`config.mk`:
```
export PLATFORM = sky130hd
export DESIGN_NAME = c1_zone_decode
export DESIGN_NICKNAME = d
export VERILOG_FILES = /design/src/rtl/c1_zone_decode.sv
export SDC_FILE = /design/constraint.sdc
export NUM_CORES = 1
export LEC_CHECK = 0
export CORE_ASPECT_RATIO = 0.75
export CORE_UTILIZATION = 40
export DETAILED_ROUTE_END_ITERATION = 7
export PLACE_DENSITY = 0.69
export SYNTH_ARGS = -nofsm -noshare
export SYNTH_HDL_FRONTEND = slang
export SYNTH_SLANG_ARGS = --single-unit
export TNS_END_PERCENT = 5
```
`constraint.sdc`:
```
create_clock -name CLK_68KCLK -period 2.2 [get_ports CLK_68KCLK]
set_input_delay 0.55 -clock CLK_68KCLK [delete_from_list [all_inputs] [get_ports CLK_68KCLK]]
set_output_delay 0.55 -clock CLK_68KCLK [all_outputs]
set_load 0.01 [all_outputs]
```
`src/rtl/c1_zone_decode.sv`:
```
// C1 address zone decoder: latches active-low zone selects for each 68K bus
// cycle and raises nBERR if the cycle is not acknowledged in time.
module c1_zone_decode #(
  parameter int TIMEOUT_CYCLES = 64
) (
  input  logic        CLK_68KCLK,
  input  logic        nRESET,
  input  logic [23:1] M68K_ADDR,
  input  logic        nAS,
  input  logic        nDTACK,
  output logic        nROM_ZONE,
  output logic        nWRAM_ZONE,
  output logic        nPORT_ZONE,
  output logic        nIO_ZONE,
  output logic        nCARD_ZONE,
  output logic        nSYSTEM_ZONE,
  output logic        ZONE_HIT,
  output logic        nBERR
);

  localparam int CNT_W = $clog2(TIMEOUT_CYCLES + 1);
  localparam logic [CNT_W-1:0] CNT_MAX = CNT_W'(TIMEOUT_CYCLES);

  typedef enum logic [1:0] {IDLE, ACTIVE, BERR, RELEASE} state_t;

  // All fields active low.
  typedef struct packed {
    logic rom;
    logic wram;
    logic port;
    logic io;
    logic card;
    logic sys;
  } zoneSel_t;

  localparam zoneSel_t SEL_NONE = '{default: 1'b1};

  function automatic zoneSel_t decodeZone(input logic [3:0] code);
    zoneSel_t z;
    z = SEL_NONE;
    case (code)
      4'h0:                      z.rom  = 1'b0;
      4'h1:                      z.wram = 1'b0;
      4'h2:                      z.port = 1'b0;
      4'h3:                      z.io   = 1'b0;
      4'h8, 4'h9, 4'hA, 4'hB:    z.card = 1'b0;
      4'hC:                      z.sys  = 1'b0;
      default:                   z      = SEL_NONE;
    endcase
    return z;
  endfunction

  state_t           state, stateNext;
  logic [CNT_W-1:0] cnt, cntNext;
  zoneSel_t         selReg, selNext;
  logic             berrN, berrNext;
  logic             hitReg;

  // Only A23..A20 take part in decoding.
  logic unusedAddrBits;
  assign unusedAddrBits = ^M68K_ADDR[19:1];

  always_ff @(posedge CLK_68KCLK) begin
    if (!nRESET) begin
      state  <= IDLE;
      cnt    <= '0;
      selReg <= SEL_NONE;
      berrN  <= 1'b1;
      hitReg <= 1'b0;
    end else begin
      state  <= stateNext;
      cnt    <= cntNext;
      selReg <= selNext;
      berrN  <= berrNext;
      hitReg <= ~&selNext;
    end
  end

  always_comb begin
    stateNext = state;
    cntNext   = cnt;
    selNext   = selReg;
    berrNext  = berrN;
    case (state)
      IDLE: begin
        if (!nAS) begin
          selNext   = decodeZone(M68K_ADDR[23:20]);
          cntNext   = CNT_W'(1);
          stateNext = ACTIVE;
        end
      end
      ACTIVE: begin
        // Priority: strobe release, then acknowledge, then timeout.
        if (nAS) begin
          selNext   = SEL_NONE;
          cntNext   = '0;
          stateNext = RELEASE;
        end else if (!nDTACK) begin
          cntNext   = cnt;
        end else if (cnt == CNT_MAX) begin
          berrNext  = 1'b0;
          stateNext = BERR;
        end else begin
          cntNext   = cnt + 1'b1;
        end
      end
      BERR: begin
        if (nAS) begin
          berrNext  = 1'b1;
          selNext   = SEL_NONE;
          cntNext   = '0;
          stateNext = RELEASE;
        end
      end
      RELEASE: begin
        // Forced one-cycle gap; a low strobe here is not a new cycle yet.
        selNext   = SEL_NONE;
        stateNext = IDLE;
      end
      default: begin
        selNext   = SEL_NONE;
        berrNext  = 1'b1;
        cntNext   = '0;
        stateNext = IDLE;
      end
    endcase
  end

  assign nROM_ZONE    = selReg.rom;
  assign nWRAM_ZONE   = selReg.wram;
  assign nPORT_ZONE   = selReg.port;
  assign nIO_ZONE     = selReg.io;
  assign nCARD_ZONE   = selReg.card;
  assign nSYSTEM_ZONE = selReg.sys;
  assign ZONE_HIT     = hitReg;
  assign nBERR        = berrN;

endmodule
```
==> results of run 1 <==
[cells by family (layout without fill, tap and decap cells)]
group,count (synthesis),count (layout),share of synthesized area
AOI/OAI and AO/OA,40,40,0.2617
xor gates and xnor gates,1,1,0.008644
adders and majority gates,6,6,0.07407
buffers and inverters,12,41,0.05184
DFF,17,17,0.3358
muxes,2,2,0.01975
and+or+nand+nor,45,45,0.2481
[power groups by stage]
stage          combinational, uW  clock, uW  sequential [uW]
2_1_floorplan                566          0              457
3_3_place_gp                 907          0              443
3_5_place_dp                 922          0              448
4_1_cts                      931        188              441
5_1_grt                     1040        206              450
6_report                     939        186              439
[final timing paths]
check	endpoint	slack (ps)	depth (start not counted)
worst min-delay path	cnt[6]	490	2
worst max register to register	cnt[5]	200	7
worst max-delay path	cnt[5]	200	7
worst min register to register	cnt[6]	490	2
[cells in the mapped netlist, types with 2 or more instances]
master    number
a32oi_1        2
nor2b_1        3
mux2i_1        2
inv_1          9
nand3_1        6
a22oi_1        2
a21oi_1        8
nand4b_1       3
o21ai_0       15
ha_1           6
or4_1          2
or3_1          2
o31ai_1        2
dfxtp_1       17
nand2_1       12
nor2_1         9
a211oi_1       3
[through the flow]
step	power [uW]	utilization	hold slack, ps	worst slack, ps	area [sq um]
after floorplan	1023	-	447.0	213.3	1013
after global placement	1350	0.5477	460.5	-51.32	1285
after detailed placement	1370	0.5477	481.4	-42.02	1285
after CTS	1560	0.5605	497.0	203.3	1315
after global routing	1694	0.5605	521.1	57.97	1315
final	1565	0.5605	493.2	202.8	1315
[sequential cells by signal (all words and copies together) (netlist names)]
signal        count
nBERR             1
nWRAM_ZONE        1
state             2
nIO_ZONE          1
ZONE_HIT          1
nSYSTEM_ZONE      1
nROM_ZONE         1
nPORT_ZONE        1
cnt               7
nCARD_ZONE        1
[routing by layer]
layer	wire length [um]	GRT usage
met2	1079	0.3253
met5	0	0
met1	1209	0.2781
met3	139	0.06534
met4	25	0.06047
[tightest hold or removal path, cell delays in order, from the launching register on]
cell	delay, ps
dfxtp_1	330
o31ai_1	60
a21oi_1	60
[final cells by class]
type                    instances  share of cell area
well taps                      34             0.03235
repair buffers                 28              0.1884
multi-input cells              94              0.4719
clock inverters                 1            0.005709
flip-flops and latches         17              0.2588
inverters                       9             0.02569
clock buffers                   3             0.01713
[layout by cell type, fill, tap and decap left out, types with 2 or more instances in the layout]
cell             netlist  final
nor2b_1                3      3
nor2_1                 9      9
o21ai_0               15     15
o31ai_1                2      2
ha_1                   6      6
nand2_1               12     12
or4_1                  2      2
clkdlybuf4s50_1        0     15
a32oi_1                2      2
dfxtp_1               17     17
nand4b_1               3      3
inv_1                  9      9
or3_1                  2      2
a21oi_1                8      8
a22oi_1                2      2
nand3_1                6      6
buf_4                  0     13
clkbuf_4               0      3
mux2i_1                2      2
a211oi_1               3      3
==> results_dict.tcl, run 1 <==
set metrics [dict create \
    status "finished, final reports clean" \
    root_buffer "clkbuf_4" \
    grt_pass1_vias 947 \
    insertion_delay_ps 310 \
    dr.pass1.iters 4 \
    rsz0062_at_grt "no" \
    synth-seq-cells 17 \
    synth_area_leader_cell "dfxtp_1" \
    crit_arrival_ps 2240 \
    cts_buffers 3 \
    synthFlopType "dfxtp_1" \
    synthArstFlopShare 0 \
    pwr-share-seq 0.281 \
    post-cts-setup-buffers 0 \
    finalCritPeriodShare 0.9078 \
    ctsResizeCount 0 \
    n_antenna_cell 0 \
    cp_cell_sequence "inv_1 -> ha_1 -> nand2_1 -> a21boi_4 -> nand3_2 -> or4_1 -> a21oi_1" \
    max-vdd-ir-drop_mv 0.7127 \
    die_h_um 45.59 \
    overflow 0 \
    initial_core_util 0.4320 \
    drc 0 \
    slew_headroom 0.7607 \
    path_clk_slew_ps 110 \
    p_clk_frac 0.119 \
    syn_nets 156 \
    ant_nets 0 \
    power_switching_uw 662.0 \
    drive_above_1_share 0.1447 \
    maxCapViolCount 0 \
    yosysSeqAreaShare 0.3358 \
    synth_area_sq_um 1013 \
    fin_crit_ps 1997 \
    min_path_type "reg2reg" \
    yosys_warnings 0 \
    critPathTopFamily "simple AND/OR/NAND/NOR gates" \
    cts_hold_buffers 0 \
    fin_skew_ps 5.682 \
    min_from "cnt[6]" \
    swShare 0.4231 \
    coreArea_sq_um 2346 \
    layout.cells.non_filler 186 \
    syn_to_final_growth_pct 29.75 \
    core.rowCount 15 \
    cts_max_path_buffers 2 \
    multi_input_area_sq_um 620.6 \
    final-seq-area_sq_um 340.3 \
    grt_first_pass_wirelength_mm 4.167 \
    setup_tns_ps 0 \
    cp-start-kind "register" \
    tightest_slew_ps 357.7 \
    io_buffers 15 \
    hpwl_mm 1.862 \
    die_x_um 60.12 \
    syn_area_per_cell_sq_um 8.240 \
    path_buf_inv 1 \
    num_vias 1012 \
    synth_cell_type_count 37 \
    wirelength_mm 2.453 \
    worst-path-max-fanout 8 \
    p_int_uw 902.5 \
    finalHoldViolations 0 \
    viasPerCell 5.441 \
    setup_viol 0 \
    syn_inst 123 \
    r2r-start "state[0]" \
    grt_antenna_before_repair 0 \
    synth_top_area_share 0.3358 \
    startpoint "state[0]" \
    crit_path_end_kind "register" \
    cts_tree "done" \
    fill_cells 227 \
    fmax_ghz 0.5007 \
    cp_slowest_cell "or4_1" \
    critPathRequiredTime_ps 2440 \
    h-tree-depth 1 \
    clock_sinks 17 \
    cellPowerDensity_nw_per_um2 1190 \
    slew_viol_final 0 \
    place_congestion 0.8584 \
    crit_type "reg2reg" \
    drt-initial-drc-count 59 \
    die_area_sq_um 2741 \
    p_comb_frac 0.600 \
    max_stage_delay_ps 510 \
    wire_per_inst_um 13.19 \
    p_leak_uw 0.0005069 \
    dp.cells 182 \
    synthTopCellsByArea "dfxtp_1, ha_1, o21ai_0" \
    grt_max_degree 12 \
    track_usage 0.2091 \
    synth-edff-count 0 \
    fin_nets 186 \
    ios 35 \
]
Power figures use the tool's default switching activity.
==> run 2, diff against run 1 <==
--- a/config.mk
+++ b/config.mk
@@ -5,10 +5,11 @@
 export SDC_FILE = /design/constraint.sdc
 export NUM_CORES = 1
 export LEC_CHECK = 0
+export CAP_MARGIN = 15
 export CORE_ASPECT_RATIO = 0.75
-export CORE_UTILIZATION = 40
+export CORE_UTILIZATION = 44
 export DETAILED_ROUTE_END_ITERATION = 7
-export PLACE_DENSITY = 0.69
+export PLACE_DENSITY = 0.75
 export SYNTH_ARGS = -nofsm -noshare
 export SYNTH_HDL_FRONTEND = slang
 export SYNTH_SLANG_ARGS = --single-unit
==> run 2 against run 1 <==
Effect of this change:
- critical path depth rose by 1
- cell area fell by 2.7%
- critical endpoint is now cnt[3]
- largest power group unchanged
- worst hold slack got worse by 3.2 ps
- register-to-register slack got worse by 20 ps
- sequential share of layout area rose by 0.71 points
- wire length rose by 3.1%
- core utilization rose by 5.4 points
==> results_dict.tcl, run 2 (synthesis gave the netlist of run 1 again) <==
set metrics [dict create \
    fmax_ghz 0.4953 \
    crit_path_end_kind "register" \
    p_comb_frac 0.598 \
    fin_nets 183 \
    clock_sinks 17 \
    wire_per_inst_um 14.62 \
    final_cell_mix "dfxtp_1, o21ai_0, clkdlybuf4s50_1, nand2_1, buf_4" \
    critPathRequiredTime_ps 2440 \
    critPathTopFamily "simple AND/OR/NAND/NOR gates" \
    post-cts-setup-buffers 0 \
    die_area_sq_um 2501 \
    insertion_delay_ps 300 \
    startpoint "state[0]" \
    cts_max_path_buffers 2 \
    max-vdd-ir-drop_mv 0.5898 \
    io_buffers 15 \
    crit_type "reg2reg" \
    hpwl_mm 1.921 \
    wirelength_mm 2.529 \
    crit_arrival_ps 2260 \
    p_int_uw 870.7 \
    die_x_um 57.42 \
    core.rowCount 14 \
    grt_antenna_before_repair 0 \
    maxCapViolCount 0 \
    dr.pass1.iters 5 \
    initial_core_util 0.4862 \
    ctsResizeCount 0 \
    r2r-start "state[0]" \
    root_buffer "clkbuf_4" \
    p_clk_frac 0.115 \
    pwr-share-seq 0.287 \
    syn_to_final_growth_pct 26.30 \
    cp_cell_sequence "inv_1 -> ha_1 -> nand2_1 -> a21boi_4 -> nand3_2 -> buf_4 -> or3_1 -> a21oi_1" \
    cts_buffers 3 \
    rsz0062_at_grt "no" \
    slew_viol_final 0 \
    place_congestion 0.8170 \
    reg2reg_depth 8 \
    h-tree-depth 1 \
    path_buf_inv 2 \
    worst-path-max-fanout 8 \
    swShare 0.4344 \
    finalCritPeriodShare 0.9177 \
    cp-start-kind "register" \
    final_common_cell "dfxtp_1" \
    cellPowerDensity_nw_per_um2 1203 \
    track_usage 0.2253 \
    power_switching_uw 668.7 \
    place_area_sq_um 1250 \
    finalHoldViolations 0 \
    path_clk_slew_ps 110 \
    min_path_type "reg2reg" \
    cts_tree "done" \
    tightest_slew_ps 387.8 \
    reg_top3 "cnt (7), state (2)" \
    die_h_um 43.57 \
    grt_pass1_vias 975 \
    drc 0 \
    status "finished, final reports clean" \
    min_from "cnt[6]" \
    ff2ff_setup_slack_ps 180 \
    final_cell_area_sq_um 1280 \
    fin_crit_ps 2019 \
    crit_end "cnt[3]" \
    cts_hold_buffers 0 \
    cp_slowest_cell "dfxtp_1" \
    grt_first_pass_wirelength_mm 4.250 \
    n_antenna_cell 0 \
    regMostFlops "cnt" \
    setup_viol 0 \
    ios 35 \
    reg2reg_to "cnt[3]" \
    slew_headroom 0.7405 \
    max_stage_delay_ps 440 \
    fin_skew_ps 10.39 \
    p_leak_uw 0.0004925 \
    num_vias 1043 \
    largest_reg_flops 7 \
    drt-initial-drc-count 55 \
    worst-path-stages 8 \
    ant_nets 0 \
    grt_max_degree 12 \
    hold-worst-slack_ps 490.0 \
    overflow 0 \
    drive_above_1_share 0.1275 \
    viasPerCell 6.029 \
    coreArea_sq_um 2085 \
]
run 2: cell types whose count changed in the layout (fill, tap and decap cells not counted):
cell / previous run / this run
buf_4: 13 / 10
run 2: worst min path at each step:
stage                        end  slack, ps  cells past startpoint
final                     cnt[6]        490                      2
after global routing      cnt[6]        510                      2
after CTS                 cnt[6]        490                      2
after detailed placement  cnt[6]        480                      2
after global placement    cnt[6]        460                      2
after floorplan           cnt[6]        450                      2
run 2: power groups by stage:
stage               clock network [uW]  registers, uW  logic, uW
CTS                                184            442        906
global route                       197            454       1000
floorplan                            0            457        566
global placement                     0            443        863
finish                             176            442        921
detailed placement                   0            449        899
run 2: worst reg2reg max path, stage by stage, from the launching register on:
cell	delay, ps
dfxtp_1	440
inv_1	110
ha_1	300
nand2_1	130
a21boi_4	200
nand3_2	110
buf_4	180
or3_1	360
a21oi_1	150
run 2: layout make-up:
type / instances / area [sq um]
Inverter: 9 / 33.78
Timing Repair Buffer: 25 / 225.2
Tap cell: 24 / 30.03
Clock buffer: 3 / 22.52
Multi-Input combinational cell: 94 / 620.6
Clock inverter: 1 / 7.507
Sequential cell: 17 / 340.3
Fill cell: 194 / 804.5
run 2: routing by layer:
metal	vias up	track usage	wire [um]
li1	510	-	-
met1	496	0.2876	1195
met2	33	0.3767	1180
met4	0	0.05854	22
met3	4	0.06567	130
met5	-	0	0
run 2: stage by stage:
stage | instances | utilization | setup slack (ps) | setup TNS [ps] | power (uW)
3_5_place_dp | 169 | 0.5996 | -29.30 | -47.16 | 1349
2_1_floorplan | 123 | - | 213.3 | 0 | 1023
6_report | 173 | 0.6140 | 181.1 | 0 | 1539
3_3_place_gp | 169 | 0.5996 | -9.069 | -9.069 | 1306
5_1_grt | 173 | 0.6140 | 50.34 | 0 | 1653
4_1_cts | 173 | 0.6140 | 186.5 | 0 | 1532
==> run 3, diff against run 2 <==
--- a/config.mk
+++ b/config.mk
@@ -9,6 +9,7 @@
 export CORE_ASPECT_RATIO = 0.75
 export CORE_UTILIZATION = 44
 export DETAILED_ROUTE_END_ITERATION = 7
+export GPL_TIMING_DRIVEN = 0
 export PLACE_DENSITY = 0.75
 export SYNTH_ARGS = -nofsm -noshare
 export SYNTH_HDL_FRONTEND = slang
==> run 3 against run 2 <==
Effect of this change:
- worst hold slack better by 1.0 ps
- largest power group unchanged
- first-iteration DRC count decreased by 55%
- critical endpoint is now ZONE_HIT
- cell area is 4.3% lower
- wire length shrank 12%
- largest cell class unchanged
- highest routed layer unchanged
- maximum frequency is essentially flat
- critical path type is now in2reg
==> results_dict.tcl, run 3 (synthesis gave the netlist of run 1 again) <==
set metrics [dict create \
    drt-initial-drc-count 25 \
    io_buffers 14 \
    wl_met3_um 101 \
    reg_top3 "cnt (7), state (2)" \
    track_usage 0.2036 \
    ant_nets 0 \
    min_path_type "reg2reg" \
    startpoint "M68K_ADDR[23]" \
    coreArea_sq_um 2085 \
    die_h_um 43.57 \
    p_leak_uw 0.0004599 \
    cts_tree "done" \
    dr.pass1.iters 4 \
    fin_nets 175 \
    fin_skew_ps 8.170 \
    die_x_um 57.42 \
    ff2ff_setup_slack_ps 180 \
    hpwl_mm 1.688 \
    reg2reg_to "cnt[5]" \
    regMostFlops "cnt" \
    reg2reg_depth 8 \
    r2r-start "state[0]" \
    slew_viol_final 0 \
    overflow 0 \
    finalHoldViolations 0 \
    clock_sinks 17 \
    critPathRequiredTime_ps 2440 \
    fmax_ghz 0.4953 \
    fin_crit_ps 2019 \
    core.rowCount 14 \
    syn_to_final_growth_pct 20.86 \
    wl_met1_mm 1.119 \
    wirelength_mm 2.215 \
    insertion_delay_ps 300 \
    grt_pass1_vias 887 \
    fill_cells 180 \
    grt_max_degree 12 \
    max-vdd-ir-drop_mv 0.7687 \
    setup_viol 0 \
    final_cell_area_sq_um 1225 \
    h-tree-depth 1 \
    cts_buffers 3 \
    setup_tns_ps 0 \
    crit_end "ZONE_HIT" \
    largest_reg_flops 7 \
    viasPerCell 5.933 \
    maxCapViolCount 0 \
    place_area_sq_um 1184 \
    num_vias 979 \
    power_uw 1453 \
    status "finished, final reports clean" \
    cp-start-kind "input port" \
    die_area_sq_um 2501 \
    crit_path_end_kind "register" \
    grt_antenna_before_repair 0 \
    worst-path-max-fanout 4 \
    slew_headroom 0.5346 \
    drc 0 \
    finalCritPeriodShare 0.9177 \
    path_clk_slew_ps 110 \
    ios 35 \
    cellPowerDensity_nw_per_um2 1186 \
    top_layer_used "met4" \
    tightest_slew_ps 688.4 \
    initial_core_util 0.4862 \
    fin_util 0.5876 \
    place_congestion 0.8207 \
    grt_first_pass_wirelength_mm 3.877 \
    n_antenna_cell 0 \
    wl_met2_um 969 \
    crit_arrival_ps 2260 \
    final_cell_mix "dfxtp_1, o21ai_0, clkdlybuf4s50_1, nand2_1" \
    cts_max_path_buffers 2 \
    crit_type "in2reg" \
    post-cts-setup-buffers 0 \
    root_buffer "clkbuf_4" \
    wire_per_inst_um 13.42 \
    rsz0062_at_grt "no" \
    drive_above_1_share 0.1064 \
]
-- run 3: changes by cell type in the layout (fill, tap and decap cells not counted), sizes merged --
cell	change
clkbuf	+1
buf	-8
clkdlybuf4s50	-2
dlymetal6s2s	+1
-- run 3: area by class of cell --
| cell class | instances | area [sq um] | share of cell area |
|---|---|---|---|
| Multi-Input combinational cell | 94 | 625.6 | 0.5107 |
| Inverter | 9 | 33.78 | 0.02758 |
| Buffer | 3 | 20.02 | 0.01634 |
| Sequential cell | 17 | 342.8 | 0.2799 |
| Timing Repair Buffer | 14 | 142.6 | 0.1164 |
| Clock inverter | 1 | 7.507 | 0.006129 |
| Clock buffer | 3 | 22.52 | 0.01839 |
| Tap cell | 24 | 30.03 | 0.02451 |
-- run 3: per-layer routing --
layer / vias to the layer above / GRT usage
li1: 494 / -
met1: 458 / 0.2799
met2: 22 / 0.3070
met3: 5 / 0.06567
met4: 0 / 0.05854
met5: - / 0
-- run 3: worst min-delay path by stage --
stage | cells past startpoint | from | to | slack [ps]
after floorplan | 2 | cnt[6] | cnt[6] | 450
after global placement | 2 | cnt[6] | cnt[6] | 460
after detailed placement | 2 | cnt[6] | cnt[6] | 470
after CTS | 2 | cnt[6] | cnt[6] | 480
after global routing | 2 | cnt[6] | cnt[6] | 530
final | 2 | cnt[6] | cnt[6] | 490
-- run 3: power by group --
part / switching (uW) / internal, uW / leakage [uW]
sequential: 60.5 / 385 / 0.000140
combinational: 464 / 367 / 0.000306
clock: 107 / 69.4 / 0.0000139
-- run 3: repair_timing --
item                       CTS  global route
hold endpoints to repair     0             0
resized for setup            1             6
setup endpoints to repair    1             2
pin swaps                    0             0
hold buffers                 0             0
-- run 3: through the flow --
stage | setup slack (ps) | cells | hold WS, ps
floorplan | 213.3 | 123 | 447.0
global placement | -228.9 | 161 | 459.9
detailed placement | -256.8 | 161 | 470.6
CTS | 31.66 | 165 | 484.9
global route | 24.56 | 165 | 527.7
finish | 181.1 | 165 | 491.0
-- run 3: worst max-delay path, cell delays in order --
cell and delay (ps):
clkdlybuf4s50_1 450, nor4b_1 650, a32oi_1 200, o21ai_0 150
nor3_1 100, a31oi_1 150
==> variant (config.mk and constraints of run 3) <==
Set the parameter `TIMEOUT_CYCLES` to 128 (it was 64).
--- a/src/rtl/c1_zone_decode.sv
+++ b/src/rtl/c1_zone_decode.sv
@@ -1,7 +1,7 @@
 // C1 address zone decoder: latches active-low zone selects for each 68K bus
 // cycle and raises nBERR if the cycle is not acknowledged in time.
 module c1_zone_decode #(
-  parameter int TIMEOUT_CYCLES = 64
+  parameter int TIMEOUT_CYCLES = 128
 ) (
   input  logic        CLK_68KCLK,
   input  logic        nRESET,
Formal check against the unedited RTL: same outputs for any inputs over 10 cycles, from zero or initial values and one cycle with nRESET low; that may be too few to reach the edited logic, so the function may still have changed.
==> variant against run 3 <==
  * Count of clock-buffer cells in the layout stayed put
  * Setup slack worse by 0.11 ns
  * Synthesized area is 10% higher
  * Sequential share of layout area is 1.0 points lower
  * Critical path depth is 1 higher
  * Combinational power is 20% higher
  * Total power is 14% higher
  * Sequential cell count is 1 higher
  * Global-route usage is 2.0 points higher
  * Die area is 9.8% higher
  * Design area is 9.4% higher
  * Routed wire length is 20% higher
  * Sequential power is 9.2% higher
  * Critical endpoint is now cnt[2]
  * Largest power group unchanged
==> variant: results (changes against run 3) <==
Placed design
  – Dpl hpwl: 1970 um (was 1690 um)
  – Placer Congestion: 0.833 (was 0.821)
  – Setup WS pre-CTS: -0.256 ns (was -0.257 ns)

Critical path
  – Crit Path Max Fanout: 10 (was 4)
  – Critical R2R Capture: cnt[2] (was cnt[5])
  – CP max stage cell: clkdlybuf4s50_1 (was nor4b_1)
  – Critical path origin: nAS (was M68K_ADDR[23])
  – Arrival @ worst endpoint: 2.37 ns (was 2.26 ns)
  – Worst setup path endpoint: cnt[2] (was ZONE_HIT)
  – Reg-to-reg slack, setup: 0.13 ns (was 0.18 ns)

Finish
  – Multi-input gate share of total cell area: 52.1% (was 51.1%)
  – Layout cell share with drive strength beyond 1: 8.23% (was 10.6%)
  – Non-clock buffering overhead: 13.0% (was 13.3%)
  – Layout Nets: 193 (was 175)
  – Non-clk bufs: 19 (was 17)

GRT
  – First-pass GRT wire length: 4460 um (was 3880 um)
  – GR Util met2: 31.2% (was 30.7%)
  – Largest net degree at the start of global routing: 11 (was 12)
  – GRT Util Overall: 22.4% (was 20.4%)

Timing
  – Clock skew: 0.00531 ns (was 0.00817 ns)

Synthesis
  – Synth cell types: 42 (was 37)
  – Top cells by count, synth: dfxtp_1 (18), nand2_1 (17), o21ai_0 (16) (was dfxtp_1 (17), o21ai_0 (15), nand2_1 (12))
  – Synth area leaders: dfxtp_1 (32%), o21ai_0 (7.2%), ha_1 (6.7%), nand2_1 (5.7%), or4_1 (4.0%) (was dfxtp_1 (34%), ha_1 (7.4%), o21ai_0 (7.4%), nand2_1 (4.4%), a21oi_1 (4.0%))

Pwr
  – Internal Power: 0.000921 W (was 0.000821 W)
  – Power per cell area: 1230 nW/um^2 (was 1190 nW/um^2)

Hold path
  – Min-Delay Endpoint: cnt[1] (was cnt[6])

Route
  – Via density: 5.70 (was 5.93)
  – WL met1: 1320 um (was 1120 um)
  – Routed len/inst: 13.9 um (was 13.4 um)

Run status
  – Run status: complete, no violations (unchanged)

Clock network
  – PostCTS Resize Cnt: 0 (was 1)

Floorplan
  – Tap cell count: 34 (was 24)
-- variant: cell count changes after synthesis, moves of 2 or more --
cell	delta
o22ai_1	+2
and3_1	+3
a211oi_1	-3
or4_1	+4
a22o_1	+2
inv_1	+2
nand2_1	+5
a31oi_1	+2
-- variant: cell families (layout without fill, tap and decap cells) --
logic type      count (synthesis)  after routing  share of synthesized area, %
simple gates                   57             57                          29.6
compound gates                 43             43                          24.7
flops                          18             18                          32.3
buf+inv                        15             33                          5.82
fa+ha+maj                       6              6                          6.72
mux                             1              1                         0.896
-- variant: power by group through the flow --
stage / Combinational (W) / Clock [W] / Sequential [W]
after floorplan: 0.000643 / 0 / 0.000506
final: 0.00100 / 0.000161 / 0.000487
after CTS: 0.000974 / 0.000169 / 0.000483
after global placement: 0.000946 / 0 / 0.000486
after detailed placement: 0.000968 / 0 / 0.000491
after global routing: 0.00112 / 0.000183 / 0.000501
